--- config.mk ---
export PLATFORM = sky130hd
export DESIGN_NAME = kalman_filter_mc
export DESIGN_NICKNAME = d
export VERILOG_FILES = /design/src/rtl/kalman_mc_pkg.sv /design/src/rtl/kf_seq_div.sv /design/src/rtl/kalman_filter_mc.sv
export SDC_FILE = /design/constraint.sdc
export NUM_CORES = 2
export LEC_CHECK = 0
export CAP_MARGIN = 20
export CELL_PAD_IN_SITES_DETAIL_PLACEMENT = 1
export CELL_PAD_IN_SITES_GLOBAL_PLACEMENT = 1
export CORE_MARGIN = 8
export CORE_UTILIZATION = 50
export DETAILED_ROUTE_END_ITERATION = 10
export PLACE_DENSITY_LB_ADDON = 0.1
export SLEW_MARGIN = 30
export SYNTH_ARGS = -nofsm -noshare
export SYNTH_HDL_FRONTEND = slang
export SYNTH_SLANG_ARGS = --single-unit
--- constraint.sdc ---
create_clock -name clk -period 7.5 [get_ports clk]
set_input_delay 1.5 -clock clk [delete_from_list [all_inputs] [get_ports clk]]
set_output_delay 1.5 -clock clk [all_outputs]
set_load 0.01 [all_outputs]
--- src/rtl/kalman_mc_pkg.sv ---
// Shared types and width helpers for the multi-channel Kalman smoother.
package kalman_mc_pkg;

    typedef enum logic [2:0] {
        IDLE,
        PRED,
        DIV,
        MUL,
        ADD,
        OUT
    } state_e;

    function automatic int ch_width(input int n);
        return (n <= 1) ? 1 : $clog2(n);
    endfunction

    function automatic int k_width(input int frac_w);
        return frac_w + 1;
    endfunction

    // Signed gain times signed (DATA_W+1)-bit innovation.
    function automatic int m1_width(input int k_w, input int data_w);
        return k_w + data_w + 2;
    endfunction

    function automatic int m2_width(input int k_w, input int p_w);
        return k_w + p_w;
    endfunction

endpackage

--- src/rtl/kf_seq_div.sv ---
// Restoring divider, one quotient bit per cycle; a zero denominator yields a zero quotient.
module kf_seq_div #(
    parameter int N_W = 28,
    parameter int D_W = 17,
    parameter int Q_W = 13
) (
    input  logic           clk,
    input  logic           rst_n,
    input  logic           start,
    input  logic [N_W-1:0] num,
    input  logic [D_W-1:0] den,
    output logic           last,
    output logic [Q_W-1:0] quot
);

    localparam int CNT_W = $clog2(Q_W + 1);

    logic             busy_q, busy_d;
    logic [CNT_W-1:0] cnt_q, cnt_d;
    logic [D_W-1:0]   rem_q, rem_d;
    logic [D_W-1:0]   den_q, den_d;
    logic [Q_W-1:0]   low_q, low_d;
    logic [Q_W-1:0]   quot_q, quot_d;
    logic             dz_q, dz_d;
    logic [D_W:0]     trial;
    logic [D_W:0]     trial_sub;
    logic             fits;

    // The caller guarantees the quotient fits Q_W bits, so the upper numerator
    // bits are already smaller than the denominator and seed the remainder.
    assign trial     = {rem_q, low_q[Q_W-1]};
    assign trial_sub = trial - {1'b0, den_q};
    assign fits      = (trial >= {1'b0, den_q});
    // High during the cycle whose closing edge writes the final quotient bit.
    assign last      = busy_q && (cnt_q == CNT_W'(Q_W - 1));
    assign quot      = dz_q ? '0 : quot_q;

    always_comb begin
        busy_d = busy_q;
        cnt_d  = cnt_q;
        rem_d  = rem_q;
        den_d  = den_q;
        low_d  = low_q;
        quot_d = quot_q;
        dz_d   = dz_q;
        if (start) begin
            busy_d = 1'b1;
            cnt_d  = '0;
            rem_d  = D_W'(num >> Q_W);
            low_d  = num[Q_W-1:0];
            den_d  = den;
            dz_d   = (den == '0);
            quot_d = '0;
        end else if (busy_q) begin
            rem_d  = fits ? D_W'(trial_sub) : D_W'(trial);
            quot_d = {quot_q[Q_W-2:0], fits};
            low_d  = low_q << 1;
            cnt_d  = cnt_q + CNT_W'(1);
            if (last) begin
                busy_d = 1'b0;
            end
        end
    end

    always_ff @(posedge clk or negedge rst_n) begin
        if (!rst_n) begin
            busy_q <= 1'b0;
            cnt_q  <= '0;
            rem_q  <= '0;
            den_q  <= '0;
            low_q  <= '0;
            quot_q <= '0;
            dz_q   <= 1'b0;
        end else begin
            busy_q <= busy_d;
            cnt_q  <= cnt_d;
            rem_q  <= rem_d;
            den_q  <= den_d;
            low_q  <= low_d;
            quot_q <= quot_d;
            dz_q   <= dz_d;
        end
    end

endmodule

--- src/rtl/kalman_filter_mc.sv ---
// Time-multiplexed scalar Kalman smoother: one predict/gain/update datapath
// shared by CH_N channels, each keeping its own estimate, covariance and primed bit.
module kalman_filter_mc
    import kalman_mc_pkg::*;
#(
    parameter int DATA_W = 12,
    parameter int CH_N   = 4,
    parameter int P_W    = 16,
    parameter int FRAC_W = 12,
    localparam int CH_W  = ch_width(CH_N)
) (
    input  logic                     clk,
    input  logic                     rst_n,
    input  logic                     in_valid,
    output logic                     in_ready,
    input  logic [CH_W-1:0]          in_ch,
    input  logic signed [DATA_W-1:0] in_data,
    input  logic [P_W-1:0]           q_cfg,
    input  logic [P_W-1:0]           r_cfg,
    input  logic                     clr_en,
    input  logic [CH_W-1:0]          clr_ch,
    output logic                     out_valid,
    input  logic                     out_ready,
    output logic [CH_W-1:0]          out_ch,
    output logic signed [DATA_W-1:0] out_data,
    output state_e                   dbg_state
);

    localparam int K_W  = k_width(FRAC_W);
    localparam int M1_W = m1_width(K_W, DATA_W);
    localparam int M2_W = m2_width(K_W, P_W);
    localparam int N_W  = P_W + FRAC_W;
    localparam int D_W  = P_W + 1;
    localparam logic [CH_W:0] CH_LIM = (CH_W + 1)'(CH_N);
    localparam logic signed [M1_W-1:0] RND = M1_W'(2 ** (FRAC_W - 1));

    state_e state_q, state_d;

    logic signed [DATA_W-1:0] x_q [CH_N];
    logic signed [DATA_W-1:0] x_d [CH_N];
    logic [P_W-1:0]           p_q [CH_N];
    logic [P_W-1:0]           p_d [CH_N];
    logic [CH_N-1:0]          primed_q, primed_d;
    logic [CH_N-1:0]          pend_q, pend_d;
    logic [CH_N-1:0]          clr_vec;

    logic signed [DATA_W-1:0] z_q, z_d;
    logic [CH_W-1:0]          ch_q, ch_d;
    logic                     ch_ok_q, ch_ok_d;
    logic [P_W-1:0]           qn_q, qn_d;
    logic [P_W-1:0]           rn_q, rn_d;
    logic [P_W-1:0]           pf_q, pf_d;
    logic signed [DATA_W-1:0] xf_q, xf_d;
    logic signed [DATA_W:0]   diff_q, diff_d;
    logic signed [M1_W-1:0]   m1_q, m1_d;
    logic [M2_W-1:0]          m2_q, m2_d;
    logic signed [DATA_W-1:0] out_data_q, out_data_d;
    logic [CH_W-1:0]          out_ch_q, out_ch_d;

    logic signed [DATA_W-1:0] cur_x;
    logic [P_W-1:0]           cur_p;
    logic [P_W:0]             p_sum;
    logic [P_W-1:0]           p_fc;
    logic [N_W-1:0]           div_num;
    logic [D_W-1:0]           div_den;
    logic                     div_start;
    logic                     div_last;
    logic [K_W-1:0]           k;
    logic signed [M1_W-1:0]   k_s, d_s, delta;
    logic [DATA_W:0]          x_sum;
    logic [M2_W-1:0]          m2_sh, pf_ext;
    logic [P_W-1:0]           p_new;

    assign cur_x   = x_q[ch_q];
    assign cur_p   = p_q[ch_q];
    assign p_sum   = {1'b0, cur_p} + {1'b0, qn_q};
    assign p_fc    = p_sum[P_W] ? '1 : p_sum[P_W-1:0];
    assign div_num = {p_fc, {FRAC_W{1'b0}}};
    assign div_den = {1'b0, p_fc} + {1'b0, rn_q};

    kf_seq_div #(
        .N_W(N_W),
        .D_W(D_W),
        .Q_W(K_W)
    ) u_div (
        .clk  (clk),
        .rst_n(rst_n),
        .start(div_start),
        .num  (div_num),
        .den  (div_den),
        .last (div_last),
        .quot (k)
    );

    assign k_s = M1_W'($signed({1'b0, k}));
    assign d_s = M1_W'(diff_q);

    // Arithmetic shift of the biased product rounds half up; the step never
    // overshoots the measurement because K <= 1.0.
    assign delta  = (m1_q + RND) >>> FRAC_W;
    assign x_sum  = {xf_q[DATA_W-1], xf_q} + (DATA_W + 1)'(delta);
    assign m2_sh  = m2_q >> FRAC_W;
    assign pf_ext = M2_W'(pf_q);
    assign p_new  = (m2_sh > pf_ext) ? '0 : P_W'(pf_ext - m2_sh);

    assign in_ready  = rst_n && (state_q == IDLE);
    assign out_valid = (state_q == OUT);
    assign out_data  = out_data_q;
    assign out_ch    = out_ch_q;
    assign dbg_state = state_q;

    always_comb begin
        state_d    = state_q;
        x_d        = x_q;
        p_d        = p_q;
        primed_d   = primed_q;
        pend_d     = pend_q;
        z_d        = z_q;
        ch_d       = ch_q;
        ch_ok_d    = ch_ok_q;
        qn_d       = qn_q;
        rn_d       = rn_q;
        pf_d       = pf_q;
        xf_d       = xf_q;
        diff_d     = diff_q;
        m1_d       = m1_q;
        m2_d       = m2_q;
        out_data_d = out_data_q;
        out_ch_d   = out_ch_q;
        div_start  = 1'b0;
        clr_vec    = '0;

        if (clr_en && ({1'b0, clr_ch} < CH_LIM)) begin
            clr_vec[clr_ch] = 1'b1;
        end
        // Clears landing on the accept edge take effect before PRED reads primed.
        if (state_q == IDLE) begin
            primed_d = primed_q & ~(pend_q | clr_vec);
            pend_d   = '0;
        end else begin
            pend_d = pend_q | clr_vec;
        end

        case (state_q)
            IDLE: begin
                if (in_valid) begin
                    z_d     = in_data;
                    ch_d    = in_ch;
                    ch_ok_d = ({1'b0, in_ch} < CH_LIM);
                    qn_d    = q_cfg;
                    rn_d    = r_cfg;
                    state_d = PRED;
                end
            end
            PRED: begin
                if (!ch_ok_q) begin
                    out_data_d = z_q;
                    out_ch_d   = ch_q;
                    state_d    = OUT;
                end else if (!primed_q[ch_q]) begin
                    x_d[ch_q]      = z_q;
                    p_d[ch_q]      = rn_q;
                    primed_d[ch_q] = 1'b1;
                    out_data_d     = z_q;
                    out_ch_d       = ch_q;
                    state_d        = OUT;
                end else begin
                    pf_d      = p_fc;
                    xf_d      = cur_x;
                    diff_d    = {z_q[DATA_W-1], z_q} - {cur_x[DATA_W-1], cur_x};
                    div_start = 1'b1;
                    state_d   = DIV;
                end
            end
            DIV: begin
                if (div_last) begin
                    state_d = MUL;
                end
            end
            MUL: begin
                m1_d    = k_s * d_s;
                m2_d    = M2_W'(k) * pf_ext;
                state_d = ADD;
            end
            ADD: begin
                x_d[ch_q]  = DATA_W'(x_sum);
                p_d[ch_q]  = p_new;
                out_data_d = DATA_W'(x_sum);
                out_ch_d   = ch_q;
                state_d    = OUT;
            end
            OUT: begin
                if (out_ready) begin
                    state_d = IDLE;
                end
            end
            default: state_d = IDLE;
        endcase
    end

    always_ff @(posedge clk or negedge rst_n) begin
        if (!rst_n) begin
            state_q <= IDLE;
            for (int i = 0; i < CH_N; i++) begin
                x_q[i] <= '0;
                p_q[i] <= '0;
            end
            primed_q   <= '0;
            pend_q     <= '0;
            z_q        <= '0;
            ch_q       <= '0;
            ch_ok_q    <= 1'b0;
            qn_q       <= '0;
            rn_q       <= '0;
            pf_q       <= '0;
            xf_q       <= '0;
            diff_q     <= '0;
            m1_q       <= '0;
            m2_q       <= '0;
            out_data_q <= '0;
            out_ch_q   <= '0;
        end else begin
            state_q    <= state_d;
            x_q        <= x_d;
            p_q        <= p_d;
            primed_q   <= primed_d;
            pend_q     <= pend_d;
            z_q        <= z_d;
            ch_q       <= ch_d;
            ch_ok_q    <= ch_ok_d;
            qn_q       <= qn_d;
            rn_q       <= rn_d;
            pf_q       <= pf_d;
            xf_q       <= xf_d;
            diff_q     <= diff_d;
            m1_q       <= m1_d;
            m2_q       <= m2_d;
            out_data_q <= out_data_d;
            out_ch_q   <= out_ch_d;
        end
    end

endmodule

==> results.txt <==
Clk_skew -> 18.2 ps
DRT antenna net count -> 0
Syn avg cell area -> 9.36 um^2
CP Capture Type -> flop
Share of the synthesized area in the top cell type -> 26.6%
GRT Resource Usage Total -> 25.1%
Max FO, Critical Path -> 21
CTS tree -> yes
First-pass GRT wire length -> 135000 um
Post-CTS resize count -> 0
Sequential element share of the synthesized area -> 26.6%
Final cell count without fillers -> 3892
Top FF cell, synth -> dfrtp_1
Endpoints failing setup -> 0
Register area -> 7730 um^2
Crit path max-delay family -> adder cells
Total grt overflow -> 0
Asr flop ratio synth -> 100%
IO Port Bufs -> 71
Min-delay worst type -> flop to flop
CP max-delay cell -> dfrtp_1
Post-CTS setup buffer count -> 0
Number of remaining DRC errors -> 0
Bufs and invs on worst path -> 5
Share of layout cells above drive strength 1 -> 7.71%
Starting Density -> 50.4%
Vias/cell -> 5.72
Synthesized flop and latch total -> 309
GR peak layer -> met2
Filler Cells Inserted -> 6505
Worst setup SP type -> flop
Clk sinks -> 309
Grt met1 use -> 33.0%
Routed len/inst -> 21.1 um
Critical path cell sequence -> nor2b_2 > buf_4 > and2_1 > fa_1 > inv_1 > fa_1 > inv_1 > fa_1 > inv_1 > fa_1 > inv_1 > fa_1 > ha_1 > ha_1 > or3_1 > o221a_2 > o21ai_0 > o211ai_1 > a211o_1 > a21oi_1 > xnor2_1 > o21ai_0
CP Class -> flop to flop
WHS -> 480 ps
Die Width -> 257 um
RSZ-0062 raised after global routing -> false
Initial antenna violation count -> 2
Vias in the first global route -> 25190
Post-synth cell types -> 77
Largest net degree at the start of global routing -> 163
Worst endpoint required time -> 7880 ps
GR Util met2 -> 43.1%
Final slew viol count -> 0
Vias -> 22278
Fin. Hold Viols -> 0
Clk Latency, worst-skew pair -> 550 ps
Mapped Area -> 29000 um^2
Area Overhead vs Synth -> 9.41%
Synth top area cells -> dfrtp_1, fa_1, ha_1
Gate Count Post-Synth -> 3102
Slew headroom -> 37.8%
Nets -> 3684
Worst-Margin Slew -> 929 ps
Area leader, netlist -> dfrtp_1
DP HPWL -> 62700 um
Post-CTS Hold Fix Bufs -> 0
Syn Nets -> 3684
Delay of the slowest cell on the worst path -> 710 ps
Status -> completed
EDFF count, synth -> 0
WL final -> 82200 um
Max cap viols -> 0
DP Cell Count -> 3827
Count leader, synth -> nand2_1
Multi-input gate area -> 19300 um^2
Root Driver -> clkbuf_16
Starting DRT DRC Count -> 1014
Final Wtd Congestion -> 0.892
Die height -> 257 um
Worst Path Arrival -> 7130 ps
Clock Pin Slew Worst Setup and Hold Paths -> 60 ps
H-tree Lvls -> 2
Core Area -> 57600 um^2
Fin Setup TNS -> 0 ps
Most frequent CP cell -> fa_1
Minimum period implied by the final worst setup slack -> 6740 ps
Clock buffer depth -> 3
Max Clk Rate -> 148 MHz
Die ar. -> 66000 um^2
Cell Rows -> 88
Ports -> 72
DRT Pass-1 Iters -> 5
Synth warn -> 0
TritonCTS Buffers -> 37
Period utilisation layout -> 89.9%
Grt met3 use -> 3.13%
Synth top cells by count -> nand2_1, inv_1, dfrtp_1
per-layer routing:
metal | up-vias | share of wire (%)
met5 | - | 0.013
met4 | 2 | 3.1
met3 | 161 | 3.5
met2 | 408 | 49
met1 | 11587 | 44
li1 | 10120 | -
worst register-to-register path, cell delays in order (launching register included):
cell      delay [ps]
dfrtp_1          710
nor2b_2          220
buf_4            270
and2_1           200
fa_1             540
inv_1             50
fa_1             480
inv_1             50
fa_1             510
inv_1             60
fa_1             530
inv_1             50
fa_1             360
ha_1             310
ha_1             190
or3_1            430
o221a_2          300
o21ai_0          160
o211ai_1         330
a211o_1          390
a21oi_1          210
xnor2_1          130
o21ai_0           90
per-stage QoR:
step / worst slack, ps / instance area, um^2 / util [%]
5_1_grt: 222 / 31800 / 55.1
3_5_place_dp: 756 / 30500 / 52.9
2_1_floorplan: 872 / 29000 / -
3_3_place_gp: 943 / 30500 / 52.9
4_1_cts: 721 / 31700 / 55.1
6_report: 758 / 31800 / 55.1
kinds of logic after synthesis:
group                      after synthesis  synth area share (%)
AOI/OAI and AO/OA                      524                  11.0
DFF                                    309                  26.6
adders and majority gates              529                  30.0
xor gates and xnor gates               102                  3.08
muxes                                  136                  6.27
buffers and inverters                  550                  7.14
and+or+nand+nor                        952                  15.8
state kept, by name, indices dropped and copies added, names as in the netlist, 2 cells and up:
name          flops
out_data         12
xf_q             12
primed_q          4
out_ch            2
pend_q            4
m2_q             17
m1_q             13
diff_q           13
z_q              12
dbg_state         3
ch_q              2
x_q              48
rn_q             16
u_div.rem_q      17
u_div.cnt_q       4
p_q              64
u_div.den_q      17
pf_q             16
u_div.quot_q     13
qn_q             16
worst paths after layout:
kind	cells past startpoint	from	endpoint	slack, ps
max in group asynchronous	3	rst_n	u_div.den_q[12]	5150
min in group asynchronous	1	rst_n	out_data[7]	940
max reg2reg	22	u_div.dz_q	m1_q[23]	760
min	2	p_q[50]	p_q[50]	480
min reg2reg	2	p_q[50]	p_q[50]	480
max	22	u_div.dz_q	m1_q[23]	760
cells in the final DEF (no fill, tap or decap), types with 10 or more instances in the layout:
cell / count
a211oi_1: 11
a21o_1: 35
a21oi_1: 102
a31oi_1: 18
and2_1: 190
and3_1: 11
buf_4: 37
clkbuf_16: 38
clkdlybuf4s50_1: 70
dfrtp_1: 307
fa_1: 279
ha_1: 250
inv_1: 401
mux2_2: 77
mux2i_1: 30
mux4_2: 29
nand2_1: 436
nand2b_1: 26
nand3_1: 23
nand4_1: 18
nor2_1: 118
nor2b_1: 31
nor3_1: 26
o211ai_1: 18
o21a_1: 16
o21ai_0: 222
o21bai_1: 10
o31ai_1: 12
or3_1: 16
xnor2_1: 61
xor2_1: 41
area by class of cell:
class / count / area share [%]
multi-input cells: 2243 / 60.7
flip-flops and latches: 309 / 24.4
inverters: 401 / 4.74
clock buffers: 52 / 3.41
repair buffers: 110 / 3.28
well taps: 765 / 3.01
clock inverters: 11 / 0.500
diodes: 1 / 0.00788
Power is not shown: default switching activity piles up to over one toggle a cycle in this logic, so the estimate is an artifact.
